$ cat src/rtl/sram_mem_controller.sv
// MEM-stage SRAM controller: one 32-bit word access split into two 16-bit SRAM phases.
// Define SRAM_LAST_READ_EN to add a one-entry last-read buffer that answers repeat loads with no freeze.
module sram_mem_controller #(
   parameter int          WAIT_CYCLES = 2,
   parameter logic [31:0] BASE_ADDR   = 32'd1024,
   parameter int          SRAM_AW     = 18
) (
   input  logic               clk,
   input  logic               rst,
   input  logic               MEM_R_EN,
   input  logic               MEM_W_EN,
   input  logic [31:0]        Address,
   input  logic [31:0]        Write_Data,
   output logic [31:0]        Read_Data,
   output logic               ready,
   output logic [SRAM_AW-1:0] SRAM_ADDR,
   input  logic [15:0]        SRAM_DQ_in,
   output logic [15:0]        SRAM_DQ_out,
   output logic               SRAM_DQ_oe,
   output logic               SRAM_WE_N
);

   localparam logic [3:0] LAST_CNT        = 4'(WAIT_CYCLES - 1);
   localparam logic       STROBE_OFF_FIRST = (WAIT_CYCLES == 1);

   typedef enum logic [1:0] {IDLE, LOW, HIGH, DONE} state_t;

   state_t             state;
   logic [3:0]         wait_cnt;
   logic               is_read;
   logic [SRAM_AW-2:0] word_q;
   logic [31:0]        wdata_q;
   logic [15:0]        low_half;
   logic [31:0]        read_q;

   logic               req;
   logic               hit;
   logic [31:0]        hit_data;
   logic [31:0]        offset;
   logic [SRAM_AW-2:0] map_word;
   logic               unused_offset_bits;

   assign req      = MEM_R_EN | MEM_W_EN;
   assign offset   = Address - BASE_ADDR;
   assign map_word = offset[SRAM_AW:2];
   assign unused_offset_bits = ^{offset[31:SRAM_AW+1], offset[1:0]};

`ifdef SRAM_LAST_READ_EN
   logic               buf_valid;
   logic [SRAM_AW-2:0] buf_word;
   logic [31:0]        buf_data;

   assign hit      = MEM_R_EN && buf_valid && (buf_word == map_word);
   assign hit_data = buf_data;

   // Buffer tracks the last read word and stays coherent with stores to that word
   always_ff @(posedge clk) begin
      if (rst) begin
         buf_valid <= 1'b0;
         buf_word  <= '0;
         buf_data  <= '0;
      end else if (state == DONE) begin
         if (is_read) begin
            buf_valid <= 1'b1;
            buf_word  <= word_q;
            buf_data  <= read_q;
         end else if (buf_valid && (buf_word == word_q)) begin
            buf_data  <= wdata_q;
         end
      end
   end
`else
   assign hit      = 1'b0;
   assign hit_data = '0;
`endif

   always_comb begin
      ready = 1'b0;
      case (state)
         IDLE:    ready = ~req | hit;
         DONE:    ready = 1'b1;
         default: ready = 1'b0;
      endcase
   end

   assign Read_Data = ((state == IDLE) && hit) ? hit_data : read_q;

   // The strobe is released one cycle before each phase ends so write data outlives WE_N
   always_ff @(posedge clk) begin
      if (rst) begin
         state       <= IDLE;
         wait_cnt    <= '0;
         is_read     <= 1'b0;
         word_q      <= '0;
         wdata_q     <= '0;
         low_half    <= '0;
         read_q      <= '0;
         SRAM_ADDR   <= '0;
         SRAM_DQ_out <= '0;
         SRAM_DQ_oe  <= 1'b0;
         SRAM_WE_N   <= 1'b1;
      end else begin
         case (state)
            IDLE: begin
               if (hit) begin
                  read_q <= hit_data;
               end else if (req) begin
                  is_read     <= MEM_R_EN;
                  word_q      <= map_word;
                  wdata_q     <= Write_Data;
                  wait_cnt    <= '0;
                  state       <= LOW;
                  SRAM_ADDR   <= {map_word, 1'b0};
                  SRAM_DQ_out <= Write_Data[15:0];
                  SRAM_DQ_oe  <= ~MEM_R_EN;
                  SRAM_WE_N   <= MEM_R_EN ? 1'b1 : STROBE_OFF_FIRST;
               end
            end
            LOW: begin
               if (wait_cnt == LAST_CNT) begin
                  low_half    <= SRAM_DQ_in;
                  wait_cnt    <= '0;
                  state       <= HIGH;
                  SRAM_ADDR   <= {word_q, 1'b1};
                  SRAM_DQ_out <= wdata_q[31:16];
                  SRAM_WE_N   <= is_read ? 1'b1 : STROBE_OFF_FIRST;
               end else begin
                  wait_cnt <= wait_cnt + 4'd1;
                  if (wait_cnt + 4'd1 == LAST_CNT) SRAM_WE_N <= 1'b1;
               end
            end
            HIGH: begin
               if (wait_cnt == LAST_CNT) begin
                  if (is_read) read_q <= {SRAM_DQ_in, low_half};
                  wait_cnt   <= '0;
                  state      <= DONE;
                  SRAM_WE_N  <= 1'b1;
                  SRAM_DQ_oe <= 1'b0;
               end else begin
                  wait_cnt <= wait_cnt + 4'd1;
                  if (wait_cnt + 4'd1 == LAST_CNT) SRAM_WE_N <= 1'b1;
               end
            end
            DONE:    state <= IDLE;
            default: state <= IDLE;
         endcase
      end
   end

endmodule

$ cat config.mk
export PLATFORM = sky130hd
export DESIGN_NAME = sram_mem_controller
export DESIGN_NICKNAME = d
export VERILOG_FILES = /design/src/rtl/sram_mem_controller.sv
export SDC_FILE = /design/constraint.sdc
export NUM_CORES = 1
export LEC_CHECK = 0
export BUFFER_PORTS_ARGS = -buffer_cell sky130_fd_sc_hd__buf_2
export CORE_MARGIN = 8
export CORE_UTILIZATION = 53
export CTS_BUF_LIST = sky130_fd_sc_hd__clkbuf_4
export DETAILED_ROUTE_END_ITERATION = 6
export PLACE_DENSITY = 0.87
export SYNTH_ARGS = -nofsm -noshare
export SYNTH_HDL_FRONTEND = slang
export SYNTH_SLANG_ARGS = --single-unit
export TNS_END_PERCENT = 30
$ cat constraint.sdc
create_clock -name clk -period 2.6 [get_ports clk]
set_input_delay 0.13 -clock clk [delete_from_list [all_inputs] [get_ports clk]]
set_output_delay 0.13 -clock clk [all_outputs]
set_load 0.02 [all_outputs]
==> run metrics, run 1 <==
post-synthesis area per instance 8.22 um^2; Post-DRT Antenna Nets 0; Fin Clk Skew 0.0248 ns; gp weighted congestion 0.837; worst reg2reg startpoint state[0]$_SDFFE_PP0P_; LEAKAGE ~2.8 nW; pwr dens between 1000 and 1500 nW/um^2; RSZ-0062 raised after global routing no; worst path cell trace inv_1 > ha_1 > nor3b_2 > nor2_1 > nor2_1 > buf_2; final worst path period share 84.8%; Post-Syn Instances 614; CTS buffer count 17; # setup viols final 0; Iteration-0 DRC Markers 387; Die X ~110 um; CTS tree done; Layout area overhead 33.7%; Worst path top cell family by delay simple AND/OR/NAND/NOR gates; CP required 2.47 ns; row cnt 35; Hold Path Class input pin to flop; buffers and inverters on the worst path 2; top cells by area, synth dfxtp_1 49%, nand2_1 12%, a21oi_1 8.1%; core area 9240 um^2; Post-DP HPWL 9.20 mm; Slew @ Worst Pin 0.845 ns; final core occ 73.0%; Worst-path clk slew 0.12 ns; Die H 114 um; Post-Route WL 15.3 mm; max-cap violation count 0; hold_sp Address[14]; Congestion Overflow GR 0; library cells used by synthesis between 40 and 50; vias in the first global route 5080; post-synthesis net count 707; Routed WL per cell 16.4 um; Worst Path Max Fanout 9; total I/O pin count ~150; Setup crit end kind output pin; post-synthesis register bit count around 120; Main synth FF type dfxtp_1; largest area contributor in the netlist dfxtp_1; Sink Count 124; initial antenna violation count 0; Hold Fails Final Rpt 0; Setup TNS 0 ns; Syn. warnings 0; sequential area share after synthesis 49.2%; DRT Pass-1 Iters 6; synthesized cell area 5040 um^2; slowest CP cell nor3b_2; outcome complete, no violations; GRT Util Overall 23.3%; max incr delay on CP a little over 0.4 ns; Post-synth EDFFs 0; antenna cells 0; normalized max-slew margin between 40% and 50%; Nets 888; share of layout cells above drive strength 1 23.3%; first-pass GRT wire length 24.5 mm; H-Tree Level Count 4; largest net degree at the start of global routing 84; worst endpoint data arrival time roughly 2.1 ns; final slew viol count 0; VDD IR max around 0.6 mV; CP Class flop to output pin; CP Launch Point state[0]$_SDFFE_PP0P_; Vias/cell 5.45; DRC 0; ys async rst share 0%; Tmin final 2.20 ns; share of the synthesized area in the top cell type 49.2%; Die ar. approximately 13000 um^2; startpoint types flop; Initial Util 54.6%; clk_lat worst skew 0.52 ns; clk buf depth 2; via count roughly 5000; Port Buffer Count around 140; critical path's most frequent cell nor2_1; Fmax achieved approximately 450 MHz; Clk Tree Root Cell clkbuf_4
placed cells by master (no fill, tap or decap), types with 4 or more instances in the layout:
cell type	synthesis	final
nand2_1	164	164
buf_2	9	136
dfxtp_1	124	124
a21oi_1	82	82
dlygate4sd3_1	0	60
nor2_1	47	46
a211oi_1	29	29
mux2i_1	27	27
clkbuf_4	0	17
nor3_1	13	13
inv_1	11	11
o21ai_0	10	10
buf_4	1	9
ha_1	9	8
nand3b_1	5	5
inv_6	0	5
nor2b_1	4	4
xor2_1	4	4
flip-flops by register name, indices dropped and copies added, names as in the netlist:
signal       count
is_read          1
Read_Data       32
word_q          17
SRAM_DQ_out     16
state            2
SRAM_DQ_oe       1
wdata_q         16
SRAM_ADDR       18
wait_cnt         4
SRAM_WE_N        1
low_half        16
worst reg2reg max path, delay by kind of cell, from the launching register on:
kind            cells  cell delay, ns
simple gates        2            0.63
fa+ha+maj           1            0.34
buf+inv             2            0.38
compound gates      2            0.46
flops               1            0.34
timing repair:
| action | CTS | global route |
|---|---|---|
| setup buffers | 0 | 0 |
| resized for setup | 0 | 2 |
| hold buffers | 60 | 0 |
| endpoints found under the setup margin | 0 | 5 |
| hold endpoints to repair | 85 | 0 |
cell usage after synthesis, types with 2 or more instances:
library cell,instances
nand2_1,164
dfxtp_1,124
a21oi_1,82
nor2_1,47
clkbuf_1,30
a211oi_1,29
mux2i_1,27
nor3_1,13
inv_1,11
o21ai_0,10
buf_2,9
ha_1,9
nand3b_1,5
nor2b_1,4
nor3b_1,4
xor2_1,4
a21boi_0,3
a221oi_1,3
nand3_1,3
o211ai_1,3
a22oi_1,2
and3_1,2
buf_1,2
nor4_1,2
o21ai_1,2
o311ai_0,2
or4_4,2
power by group:
| part | internal, W | leakage [nW] | switching (W) |
|---|---|---|---|
| Combinational | 0.000973 | 1.63 | 0.00176 |
| Clock | 0.000706 | 0.174 | 0.000838 |
| Sequential | 0.00230 | 1.01 | 0.000229 |
logic make-up (layout without fill, tap and decap cells):
family	Yosys count	count (layout)	share of synthesized area (%)
AO/OA/AOI/OAI	141	141	16.6
XOR/XNOR	5	5	0.868
adder cells (fa/ha/maj)	9	9	2.23
buffers and inverters	54	248	4.34
flip-flops	124	124	49.2
multiplexers	27	27	5.36
AND/OR/NAND/NOR	254	254	21.4
layer usage:
metal / vias up / GRT usage (%) / wire length [um]
met3: 35 / 7.55 / 1360
met2: 267 / 41.5 / 7690
met5: - / 0 / 0
li1: 2443 / - / -
met1: 2364 / 25.3 / 5970
met4: 0 / 8.70 / 314
layout make-up:
cell class / instances / area, um^2
multi-input cells: 436 / 2380
clock buffers: 17 / 128
repair buffers: 205 / 1350
flip-flops and latches: 124 / 2480
clock inverters: 15 / 201
fillers: 653 / 2500
well taps: 129 / 161
inverters: 11 / 41.3
path summary, 6_finish.rpt:
kind                                                   end  slack, ns  cells past startpoint
worst max-delay path                                 ready       0.40                      6
worst min-delay path               word_q[12]$_SDFFE_PP0P_       0.05                      4
worst max register to register   SRAM_ADDR[9]$_SDFFE_PP0P_       0.41                      7
worst min register to register  Read_Data[11]$_SDFFE_PP0P_       0.46                      2
through the flow:
stage / hold slack, ns / cells / worst slack, ns / total power [W] / instance area [um^2]
final: 0.0546 / 937 / 0.396 / 0.00680 / 6740
after global placement: 0.370 / 845 / 0.367 / 0.00499 / 5800
after detailed placement: 0.377 / 845 / 0.292 / 0.00512 / 5800
after global routing: 0.0207 / 937 / 0.198 / 0.00718 / 6740
after floorplan: 0.226 / 614 / 0.667 / 0.00440 / 5040
after CTS: 0.0225 / 937 / 0.136 / 0.00673 / 6730
No activity file was read; power rests on OpenSTA's default activity.
==> run 2, diff against run 1 <==
Clock period 2.6 ns to 2.25 ns, I/O delays scaled along.
==> run 2 against run 1 <==
  * Cell count up 0.96%
  * Total power rose by 15%
  * Sequential cell count is the same
  * First-iteration DRC count fell by 12%
  * Non-clock buffer count is 9 higher
  * Clock power is 8% higher
  * Sequential share of layout area shrank 0.34 points
  * Via count is 1.3% higher
  * Largest power group unchanged
==> run metrics, run 2 (synthesized netlist as in run 1, its figures left out) <==
outcome complete, no violations (unchanged); most common cell after layout, fill and taps aside nand2_1 (unchanged); clk buf depth 2 (unchanged); Setup crit end kind flop (was output pin); Layout area overhead 34.9% (was 33.7%); core area 9240 um^2 (unchanged); final slew viol count 0 (unchanged); Port Buffer Count 137 (unchanged); Slew @ Worst Pin 1.19 ns (was 0.845 ns); gp weighted congestion 0.819 (was 0.837); RSZ-0062 raised after global routing no (unchanged); Largest register FFs 32 (unchanged); share of layout cells above drive strength 1 23.7% (was 23.3%); Initial Util 54.6% (unchanged); Routed WL per cell 16.2 um (was 16.4 um); Hold Path Class input pin to flop (unchanged); CTS tree done (unchanged); H-Tree Level Count 4 (unchanged); clk_lat worst skew 0.53 ns (was 0.52 ns); placed cells 850 (was 845); Hold Fails Final Rpt 0 (unchanged); Post-DRT Antenna Nets 0 (unchanged); VDD IR max 0.808 mV (was 0.587 mV); Die H 114 um (unchanged); initial antenna violation count 0 (unchanged); first-pass GRT wire length 24.7 mm (was 24.5 mm); final worst path period share 91.2%; Worst-path clk slew 0.11 ns (was 0.12 ns); via count 5173 (was 5109); Nets 897 (was 888); Congestion Overflow GR 0 (unchanged); metal3 WL 1.38 mm (was 1.36 mm); Post-DP HPWL 9.47 mm (was 9.20 mm); pwr dens 1150 nW/um^2 (was 1010 nW/um^2); Die ar. 12900 um^2 (unchanged); CTS buffer count 17 (unchanged); row cnt 35 (unchanged); normalized max-slew margin 20.4% (was 43.7%); max-cap violation count 0 (unchanged); CP required 2.65 ns (was 2.47 ns); flop-to-flop setup slack 0.20 ns (was 0.41 ns); Clk Tree Root Cell clkbuf_4 (unchanged); Tmin final 2.05 ns; Die X 114 um (unchanged); vias in the first global route 5119 (was 5080); Routed met1 length 5.89 mm (was 5.97 mm); startpoint types flop (unchanged); antenna cells 0 (unchanged); most frequent cells in the layout 164 x nand2_1, 136 x buf_2, 124 x dfxtp_1, 82 x a21oi_1, 62 x dlygate4sd3_1 (was 164 x nand2_1, 136 x buf_2, 124 x dfxtp_1, 82 x a21oi_1, 60 x dlygate4sd3_1); LEAKAGE 2.86 nW (was 2.82 nW); GRT Util Overall 23.6% (was 23.3%); Fin Clk Skew 0.0183 ns (was 0.0248 ns); Worst Path Max Fanout 44 (was 9); Post-Route WL 15.3 mm (about the same); worst endpoint data arrival time 2.45 ns (was 2.07 ns); DRT Pass-1 Iters 5 (was 6); Vias/cell 5.47 (was 5.45); met2 WL 7.75 mm (was 7.69 mm); final instance area 6810 um^2 (was 6740 um^2); total I/O pin count 153 (unchanged); Fmax achieved a little under 500 MHz; Setup TNS 0 ns (unchanged); # setup viols final 0 (unchanged); DRC 0 (unchanged); area post-placement 5850 um^2 (was 5800 um^2); Sink Count 124 (unchanged); largest net degree at the start of global routing 57 (was 84); Iteration-0 DRC Markers 341 (was 387); CP Class flop to flop (was flop to output pin); DR top layer met4 (unchanged); final cell count without fillers 946 (was 937)
## run 2: worst paths after layout
kind / start / to / cells after the start
setup reg to reg: state[1]$_SDFFE_PP0P_ / state[1]$_SDFFE_PP0P_ / 7
setup / recovery: state[1]$_SDFFE_PP0P_ / state[1]$_SDFFE_PP0P_ / 7
hold reg to reg: Read_Data[0]$_SDFFE_PP0P_ / Read_Data[0]$_SDFFE_PP0P_ / 2
hold / removal: Address[16] / word_q[14]$_SDFFE_PP0P_ / 4
## run 2: report_power, final
part / internal [W] / switching [W] / total, W
Combinational: 0.00120 / 0.00202 / 0.00322
Clock: 0.000705 / 0.000953 / 0.00166
Sequential: 0.00265 / 0.000266 / 0.00292
Total: 0.00456 / 0.00323 / 0.00780
## run 2: per-stage QoR
step	utilization, %	total power (W)	worst slack, ns	hold slack (ns)
after floorplan	-	0.00509	0.317	0.208
after global placement	63.3	0.00586	0.354	0.353
after detailed placement	63.3	0.00599	0.213	0.359
after CTS	73.3	0.00772	0.0313	0.000702
after global routing	73.6	0.00826	0.0466	0.0230
final	73.6	0.00780	0.199	0.0369
## run 2: area by class of cell
| class | instances | area [um^2] |
|---|---|---|
| Inverter | 11 | 41.3 |
| Sequential cell | 124 | 2480 |
| Clock buffer | 17 | 128 |
| Clock inverter | 15 | 179 |
| Timing Repair Buffer | 214 | 1430 |
| Multi-Input combinational cell | 436 | 2380 |
| Fill cell | 630 | 2430 |
| Tap cell | 129 | 161 |
## run 2: repair_timing
action                                  CTS  global route
endpoints found under the hold margin    88             1
endpoints found under the setup margin    1             1
gates cloned                              0             0
resized for setup                         1             1
setup buffers                             0             2
hold buffers                             61             1
## run 2: metal layers
metal | vias up | GRT usage (%)
li1 | 2468 | -
met1 | 2427 | 25.0
met2 | 250 | 41.7
met3 | 28 | 8.77
met4 | 0 | 8.53
met5 | - | 0
## run 2: worst max-delay path, cell delays in order, from the launching register on
cell	delay, ns
dfxtp_1	0.36
inv_1	0.11
ha_2	0.21
buf_4	0.50
nor2_1	0.13
o21ai_0	0.32
mux2i_1	0.25
nor2_1	0.05
